`config.mk`:
```
export PLATFORM = sky130hd
export DESIGN_NAME = systolic_deskew
export DESIGN_NICKNAME = d
export VERILOG_FILES = /design/src/rtl/systolic_deskew.sv
export SDC_FILE = /design/constraint.sdc
export NUM_CORES = 1
export LEC_CHECK = 0
export ABC_CLOCK_PERIOD_IN_PS = 2540
export CORE_MARGIN = 2
export CORE_UTILIZATION = 57
export CTS_BUF_LIST = sky130_fd_sc_hd__clkbuf_4
export CTS_CLUSTER_SIZE = 30
export DETAILED_ROUTE_END_ITERATION = 8
export PLACE_DENSITY_LB_ADDON = 0.15
export REMOVE_ABC_BUFFERS = 1
export SYNTH_ARGS = -nofsm -noshare
export SYNTH_HDL_FRONTEND = slang
export SYNTH_SLANG_ARGS = --single-unit
```
`constraint.sdc`:
```
create_clock -name clk -period 2.54 [get_ports clk]
set_input_delay 0.254 -clock clk [delete_from_list [all_inputs] [get_ports clk]]
set_output_delay 0.254 -clock clk [all_outputs]
set_load 0.005 [all_outputs]
```
`src/rtl/systolic_deskew.sv`:
```
// Re-aligns the skewed diagonal output of a systolic array into whole rows, tags batch position and buffers rows in a small FIFO.
// Optional macro SYSTOLIC_DESKEW_ROWIDX_EN adds out_row_idx, the row index carried alongside each buffered row.
module systolic_deskew #(
    parameter int BitSize     = 8,
    parameter int NumOfNerves = 2,
    parameter int NumOfRows   = 4,
    parameter int FifoDepth   = 4
) (
    input  logic                             clk,
    input  logic                             res_n,
    input  logic                             in_valid,
    input  logic                             in_start,
    input  logic [NumOfNerves*BitSize-1:0]   in_data,
    input  logic                             out_ready,
    output logic                             out_valid,
    output logic [NumOfNerves*BitSize-1:0]   out_data,
    output logic                             out_done,
    output logic                             out_stall,
    output logic                             out_overflow
`ifdef SYSTOLIC_DESKEW_ROWIDX_EN
    ,
    output logic [((NumOfRows > 1) ? $clog2(NumOfRows) : 1)-1:0] out_row_idx
`endif
);

    localparam int DW = NumOfNerves * BitSize;
    localparam int RW = (NumOfRows > 1) ? $clog2(NumOfRows) : 1;
    localparam int TD = NumOfNerves - 1;
    localparam int PW = $clog2(FifoDepth);
    localparam int CW = $clog2(FifoDepth + 1);

    typedef struct packed {
        logic          vld;
        logic          last;
`ifdef SYSTOLIC_DESKEW_ROWIDX_EN
        logic [RW-1:0] idx;
`endif
    } tag_t;

    typedef struct packed {
        logic          last;
`ifdef SYSTOLIC_DESKEW_ROWIDX_EN
        logic [RW-1:0] idx;
`endif
        logic [DW-1:0] dat;
    } entry_t;

    // ---------------- row counter / tag generation ----------------
    logic [RW-1:0] r_row_cnt;
    logic          r_active;
    logic [RW-1:0] w_tag_idx;
    logic          w_tag_last;
    tag_t          w_tag_in;
    tag_t          w_tag_out;

    assign w_tag_idx  = in_start ? '0 : r_row_cnt;
    assign w_tag_last = (w_tag_idx == RW'(NumOfRows - 1));

    always_comb begin
        w_tag_in      = '0;
        w_tag_in.vld  = in_valid && (in_start || r_active);
        w_tag_in.last = w_tag_last;
`ifdef SYSTOLIC_DESKEW_ROWIDX_EN
        w_tag_in.idx  = w_tag_idx;
`endif
    end

    // A restart mid-batch simply resets the count; tags already in flight are untouched.
    always_ff @(posedge clk) begin
        if (!res_n) begin
            r_row_cnt <= '0;
            r_active  <= 1'b0;
        end else if (in_valid) begin
            if (in_start) begin
                r_row_cnt <= RW'(1);
                r_active  <= (NumOfRows > 1);
            end else if (r_active) begin
                if (w_tag_last) begin
                    r_row_cnt <= '0;
                    r_active  <= 1'b0;
                end else begin
                    r_row_cnt <= r_row_cnt + RW'(1);
                end
            end
        end
    end

    // ---------------- tag pipeline, matched to the deepest lane ----------------
    generate
        if (TD == 0) begin : g_tag_bypass
            assign w_tag_out = w_tag_in;
        end else begin : g_tag_pipe
            tag_t r_tag [TD];
            always_ff @(posedge clk) begin
                if (!res_n) begin
                    for (int i = 0; i < TD; i++) r_tag[i] <= '0;
                end else if (in_valid) begin
                    r_tag[0] <= w_tag_in;
                    for (int i = 1; i < TD; i++) r_tag[i] <= r_tag[i-1];
                end
            end
            assign w_tag_out = r_tag[TD-1];
        end
    endgenerate

    // ---------------- per-lane deskew delay lines ----------------
    logic [DW-1:0] w_row_dat;

    generate
        for (genvar k = 0; k < NumOfNerves; k++) begin : g_lane
            localparam int D  = NumOfNerves - 1 - k;
            localparam int SL = (NumOfNerves - 1 - k) * BitSize;
            logic [BitSize-1:0] w_lane_in;
            assign w_lane_in = in_data[SL +: BitSize];
            if (D == 0) begin : g_thru
                assign w_row_dat[SL +: BitSize] = w_lane_in;
            end else begin : g_dly
                logic [BitSize-1:0] r_sr [D];
                always_ff @(posedge clk) begin
                    if (!res_n) begin
                        for (int i = 0; i < D; i++) r_sr[i] <= '0;
                    end else if (in_valid) begin
                        r_sr[0] <= w_lane_in;
                        for (int i = 1; i < D; i++) r_sr[i] <= r_sr[i-1];
                    end
                end
                assign w_row_dat[SL +: BitSize] = r_sr[D-1];
            end
        end
    endgenerate

    // ---------------- output row FIFO ----------------
    entry_t        r_mem [FifoDepth];
    logic [PW-1:0] r_rd_ptr;
    logic [PW-1:0] r_wr_ptr;
    logic [CW-1:0] r_count;
    logic          r_overflow;
    entry_t        w_wr_ent;
    entry_t        w_head;
    logic          w_wr;
    logic          w_full;
    logic          w_pop;
    logic          w_push;
    logic          w_drop;

    function automatic logic [PW-1:0] ptr_inc(input logic [PW-1:0] p);
        return (p == PW'(FifoDepth - 1)) ? '0 : p + PW'(1);
    endfunction

    always_comb begin
        w_wr_ent      = '0;
        w_wr_ent.last = w_tag_out.last;
`ifdef SYSTOLIC_DESKEW_ROWIDX_EN
        w_wr_ent.idx  = w_tag_out.idx;
`endif
        w_wr_ent.dat  = w_row_dat;
    end

    assign w_wr   = in_valid && w_tag_out.vld;
    assign w_full = (r_count == CW'(FifoDepth));
    assign w_pop  = out_valid && out_ready;
    // A pop frees the slot being written even when full, so both succeed.
    assign w_push = w_wr && (!w_full || w_pop);
    assign w_drop = w_wr && w_full && !w_pop;
    assign w_head = r_mem[r_rd_ptr];

    always_ff @(posedge clk) begin
        if (w_push) r_mem[r_wr_ptr] <= w_wr_ent;
    end

    always_ff @(posedge clk) begin
        if (!res_n) begin
            r_rd_ptr   <= '0;
            r_wr_ptr   <= '0;
            r_count    <= '0;
            r_overflow <= 1'b0;
        end else begin
            if (w_push) r_wr_ptr <= ptr_inc(r_wr_ptr);
            if (w_pop)  r_rd_ptr <= ptr_inc(r_rd_ptr);
            if (w_push && !w_pop)      r_count <= r_count + CW'(1);
            else if (!w_push && w_pop) r_count <= r_count - CW'(1);
            if (w_drop) r_overflow <= 1'b1;
        end
    end

    assign out_valid    = (r_count != '0);
    assign out_data     = w_head.dat;
    assign out_done     = w_pop && w_head.last;
    assign out_stall    = (r_count >= CW'(FifoDepth - 1));
    assign out_overflow = r_overflow;
`ifdef SYSTOLIC_DESKEW_ROWIDX_EN
    assign out_row_idx  = out_valid ? w_head.idx : '0;
`endif

endmodule

```
After elaboration in Yosys (flattened, before gate mapping)

Memory sizes are Yosys's and may differ from the RTL's. A register that Yosys moved wholly into a read port is not among the register bits.
Cells that the tools add are included.

Input bits: 21
Register bits: 11
RAM bits: 78
Word-level logic and storage cells: 62
Memories: 3

Magnitude comparators: 1
Multiplexer cells: 23
$add $sub $neg: 5
Eq/ne operators: 4
Reduce and logical (&&, ||, !) cells: 20

Memory list:

| memory               | words | width | rd ports | clocked after Yosys merged registers in | wr ports | line | text |
|---|---|---|---|---|---|---|---|
| r_mem                | 4     | 17    | 1        | 1                                       | 1        | 133  | `entry_t r_mem [FifoDepth];` |
| g_lane[0].g_dly.r_sr | 1     | 8     | 1        | 0                                       | 1        | 118  | `logic [BitSize-1:0] r_sr [D];` |
| g_tag_pipe.r_tag     | 1     | 2     | 1        | 0                                       | 1        | 93   | `tag_t r_tag [TD];` |

Operator list:

| kind                | count |
|---|---|
| $mux 2              | 9 |
| $mux 1              | 11 |
| $logic_and 1x1->1   | 9 |
| $mux 8              | 1 |
| $reduce_or 8->1     | 1 |
| $add 2x1->2 const B | 3 |
| $eq 2x2->1 const B  | 3 |
| $mux 3              | 2 |
| $reduce_bool 2->1   | 2 |
| $add 3x1->3 const B | 1 |
| $eq 3x3->1 const B  | 1 |
| $ge 3x2->1 const B  | 1 |
| $logic_not 1->1     | 3 |
| $reduce_bool 3->1   | 1 |
| $sub 3x1->3 const B | 1 |
| $logic_or 1x1->1    | 2 |
| $reduce_and 2->1    | 1 |
| $reduce_or 2->1     | 1 |

Depth between registers and ports, before layout

Word-level depth: 8
Depth in mapped cells: 9
Depth with buffers taken out: 8

Least setup slack after synthesis

OpenSTA, ideal clock, no wires.

Path kind: register to register
Start point: register r_count[0]
End point: register r_count[2]
Path buffers: 0
Slack: 0.385 ns
Period minus slack after synthesis: 2.155 ns
Required time: 2.464 ns
Data arrival time: 2.079 ns
Cell stages (with the launch flop): 8
Library setup time: 0.076 ns
Cell sequence: dfxtp_1 o31ai_1 ha_1 inv_1 fa_1 xor2_1 or3_1 a21boi_0

Longest elaborated chain between the ends: 7

RTL lines:

| what                                                | line | text |
|---|---|---|
| start, declared                                     | 136  | `logic [CW-1:0] r_count;` |
| start signal, assigned                              | 180  | `if (w_push && !w_pop) r_count <= r_count + CW'(1);` |
| start signal, assigned                              | 181  | `else if (!w_push && w_pop) r_count <= r_count - CW'(1);` |
| branches (longest 7 deep; another with $sub 3x1->3) | -    |  |

Parallel ways; which one is timed is not known. The select of a mux whose other input is x is not followed.
A chain may end at the register's enable or synchronous reset.

==> summary.md <==
| Metric | Value |
|---|---|
| Largest family of logic cells by synthesized area | multiplexers |
| Compound-cell area share of the yosys netlist | 2.15% |
| Worst Hold Class | primary input to flop |
| Clk Latency, worst-skew pair | 440 ps |
| Critical Path Fanout Max | 10 |
| DIE WIDTH | 82.3 um |
| # Max-Cap Violations | 0 |
| F_max | 424 MHz |
| Maximum clock path buffer count | 2 |
| Filler cell count | 382 |
| Vias/cell | 5.69 |
| Synth Area in XOR/XNOR | 0.501% |
| Row cnt | 28 |
| Hold Crit Depth | 1 |
| Arrival time worst endpoint | roughly 2100 ps |
| Initial antenna violation count | 0 |
| Number of top-level pins | 41 |
| Most common cell after layout, fill and taps aside | edfxtp_1 |
| Nets | 262 |
| Vias in the first global route | 1889 |
| CP cell instances | buf_4, mux4_2, clkdlybuf4s50_1 |
| Pwr Total | 3300 uW |
| Residual DRC | 0 |
| Commonest non-fill, non-tap cells in the layout | edfxtp_1, clkdlybuf4s50_1, mux4_2 |
| WP buf/inv | 2 |
| Core area | approximately 5900 um2 |
| Pre-antenna DRT Iters | 5 |
| Reg2reg path depth | 8 |
| Skew final | around 16 ps |
| Adder-Cell Fraction of Synth Area | 2.72% |
| H-Tree Level Count | 3 |
| Synthesized area | around 3500 um2 |
| Pwr/cell area | 792 nW/um2 |
| Setup TNS | 0 ps |
| Fraction of layout cells with a size suffix above 1 | 17.6% |
| Crit path largest cell delay | between 500 and 600 ps |
| Drt total wl | 6070 um |
| Hold Vio Cnt, Final | 0 |
| Chip height | 82.3 um |
| Fin crit share | 92.8% |
| Setup crit start kind | flop |
| Reg-to-reg endpoint | r_count[2] |
| FF-to-FF setup slack | 220 ps |
| Initial Util | 59.1% |
| Routed via count | 1788 |
| Setup violators final | 0 |
| ANT cells | 0 |
| Static Leak | between 0.001 and 0.0015 uW |
| Clk sink count | a little over 90 |
| Fin cells | 314 |
| RePlAce Congestion | 0.692 |
| Worst-Margin Slew | 959 ps |
| Post-CTS setup buffer count | 0 |
| CTS tree | yes |
| Post-synthesis cell count | 186 |
| Crit-path leading delay family | buffers and inverters |
| Max Transition Viols Final | 0 |
| Number of port buffers | 40 |
| Seq/Total Area, Yosys | between 70% and 80% |
| Routed Antenna Nets | 0 |
| Mux cell area share after synthesis | a little under an eighth |
| RSZ-0062 raised after global routing | false |
| Post-Synth Simple-Gate Area | 6.51% |
| CP Capture Type | output pin |
| Status | finished clean |
| Fin util | 70.4% |
| Launch point of the worst hold path | in_data[5] |
| Crit path max-delay cell type | mux4_2 |
| Slew HR | roughly 36% |
| CTS buffer count | 9 |
| Critical path class | flop to output pin |
| Worst Hold End | r_mem[3][5] |
| Ys Warns | 0 |
| Tot GR Track Use | 20.2% |
| Clock Tree Root | clkbuf_4 |
| Worst VDD drop | 565 uV |
| Worst path required time | 2290 ps |
| Area Growth Syn to Fin | 19.2% |
| Avg Cell Area, Syn | ~19 um2 |
| Clock slew at reported path FFs | 150 ps |
| Cell total after placement | approximately 300 |
| Largest net degree at the start of global routing | 18 |
| Tmin final | 2360 ps |
| Drt first-iter violations | 112 |
| Netlist cell types | 34 |
| Post-DR wirelength/cell | 19.3 um |
| Gr ovfl total | 0 |
| Post-synthesis register bit count | 91 |
| Die area | 6780 um2 |
| Critical R2R Launch | r_count[1] |
| HPWL after DPL | roughly 4000 um |
| Global-route wire length before repair | 9470 um |
## worst reg2reg max path, cell delays in order (launching register included)
cell and delay, ps:
dfxtp_1 510, or4b_4 200, nor2b_4 210, ha_1 240, inv_1 80, fa_1 380, xor2_1 160, or3_1 300
a21boi_0 180
## worst max path at each step
stage,startpoint,endpoint,cells after the start
3_3_place_gp,out_ready,r_count[2],9
4_1_cts,flop,out_data[10],3
2_1_floorplan,r_count[0],r_count[2],7
5_1_grt,r_count[1],r_count[2],8
3_5_place_dp,r_count[0],r_count[2],7
6_report,flop,out_data[10],3
## flip-flops by register name (all words and copies together), names as in the netlist, named ones only
register / flops
r_wr_ptr: 2
r_count: 3
g_lane.g_dly.r_sr: 8
r_rd_ptr: 2
r_active: 1
out_overflow: 1
r_row_cnt: 2
r_mem: 68
g_tag_pipe.r_tag: 2
## cell type report
| cell class | count | area (um2) | share of cell area (%) |
|---|---|---|---|
| Inverter | 6 | 22.5 | 0.540 |
| Multi-Input combinational cell | 81 | 842 | 20.2 |
| Clock buffer | 9 | 67.6 | 1.62 |
| Sequential cell | 91 | 2600 | 62.4 |
| Timing Repair Buffer | 45 | 438 | 10.5 |
| Tap cell | 75 | 93.8 | 2.25 |
| Clock inverter | 7 | 103 | 2.46 |
## cell families after synthesis
| kind of cell | Yosys count |
|---|---|
| DFF | 91 |
| and+or+nand+nor | 40 |
| AOI/OAI and AO/OA | 12 |
| muxes | 20 |
| adders and majority gates | 7 |
| buffers and inverters | 14 |
| xor gates and xnor gates | 2 |
## power by group
| part | switching (uW) | internal (uW) | total (uW) |
|---|---|---|---|
| registers | 75.7 | 1700 | 1770 |
| logic | 243 | 401 | 644 |
| clock network | 482 | 405 | 887 |
| total | 801 | 2500 | 3300 |
## stage by stage
step / hold slack [ps] / cell area (um2) / setup WS [ps]
3_5_place_dp: 456 / 3990 / 17.1
2_1_floorplan: 353 / 3450 / 385
3_3_place_gp: 452 / 3990 / 179
6_report: 448 / 4170 / 182
5_1_grt: 421 / 4170 / 32.9
4_1_cts: 434 / 4160 / 146
## Yosys cell counts, drive strengths merged
cell type / instances / area, um2
fa: 1 / 20.0
a21oi: 3 / 15.0
clkbuf: 4 / 16.3
inv: 6 / 22.5
a211oi: 1 / 7.51
and3: 8 / 50.1
or4b: 1 / 13.8
mux4: 17 / 383
nand4b: 1 / 8.76
a21o: 1 / 7.51
nand2b: 1 / 6.26
nor2b: 3 / 26.3
a22oi: 1 / 7.51
o31ai: 1 / 7.51
nor2: 6 / 22.5
nor4: 1 / 6.26
ha: 6 / 75.1
and2: 4 / 25.0
edfxtp: 78 / 2340
o21ai: 3 / 15.0
dfxtp: 13 / 260
nand3: 2 / 10.0
buf: 4 / 27.5
nand2: 9 / 33.8
a21boi: 1 / 7.51
or3: 4 / 25.0
mux2i: 3 / 30.0
xor2: 2 / 17.5
o21a: 1 / 7.51
## routing by layer
| metal | GRT usage [%] | wire length (um) | part of all wire (%) | up-vias |
|---|---|---|---|---|
| li1 | - | - | - | 828 |
| met1 | 23.7 | 2440 | 40 | 892 |
| met2 | 35.4 | 3270 | 54 | 60 |
| met3 | 5.11 | 266 | 4.4 | 8 |
| met4 | 8.50 | 95 | 1.6 | 0 |
| met5 | 0 | 0 | 0 | - |
## repair_timing
action | 4_1_cts | 5_1_grt
hold buffers | 0 | 0
endpoints found under the setup margin | 1 | 1
resized for setup | 1 | 2
Note: power is estimated with default switching activity, not from simulation.
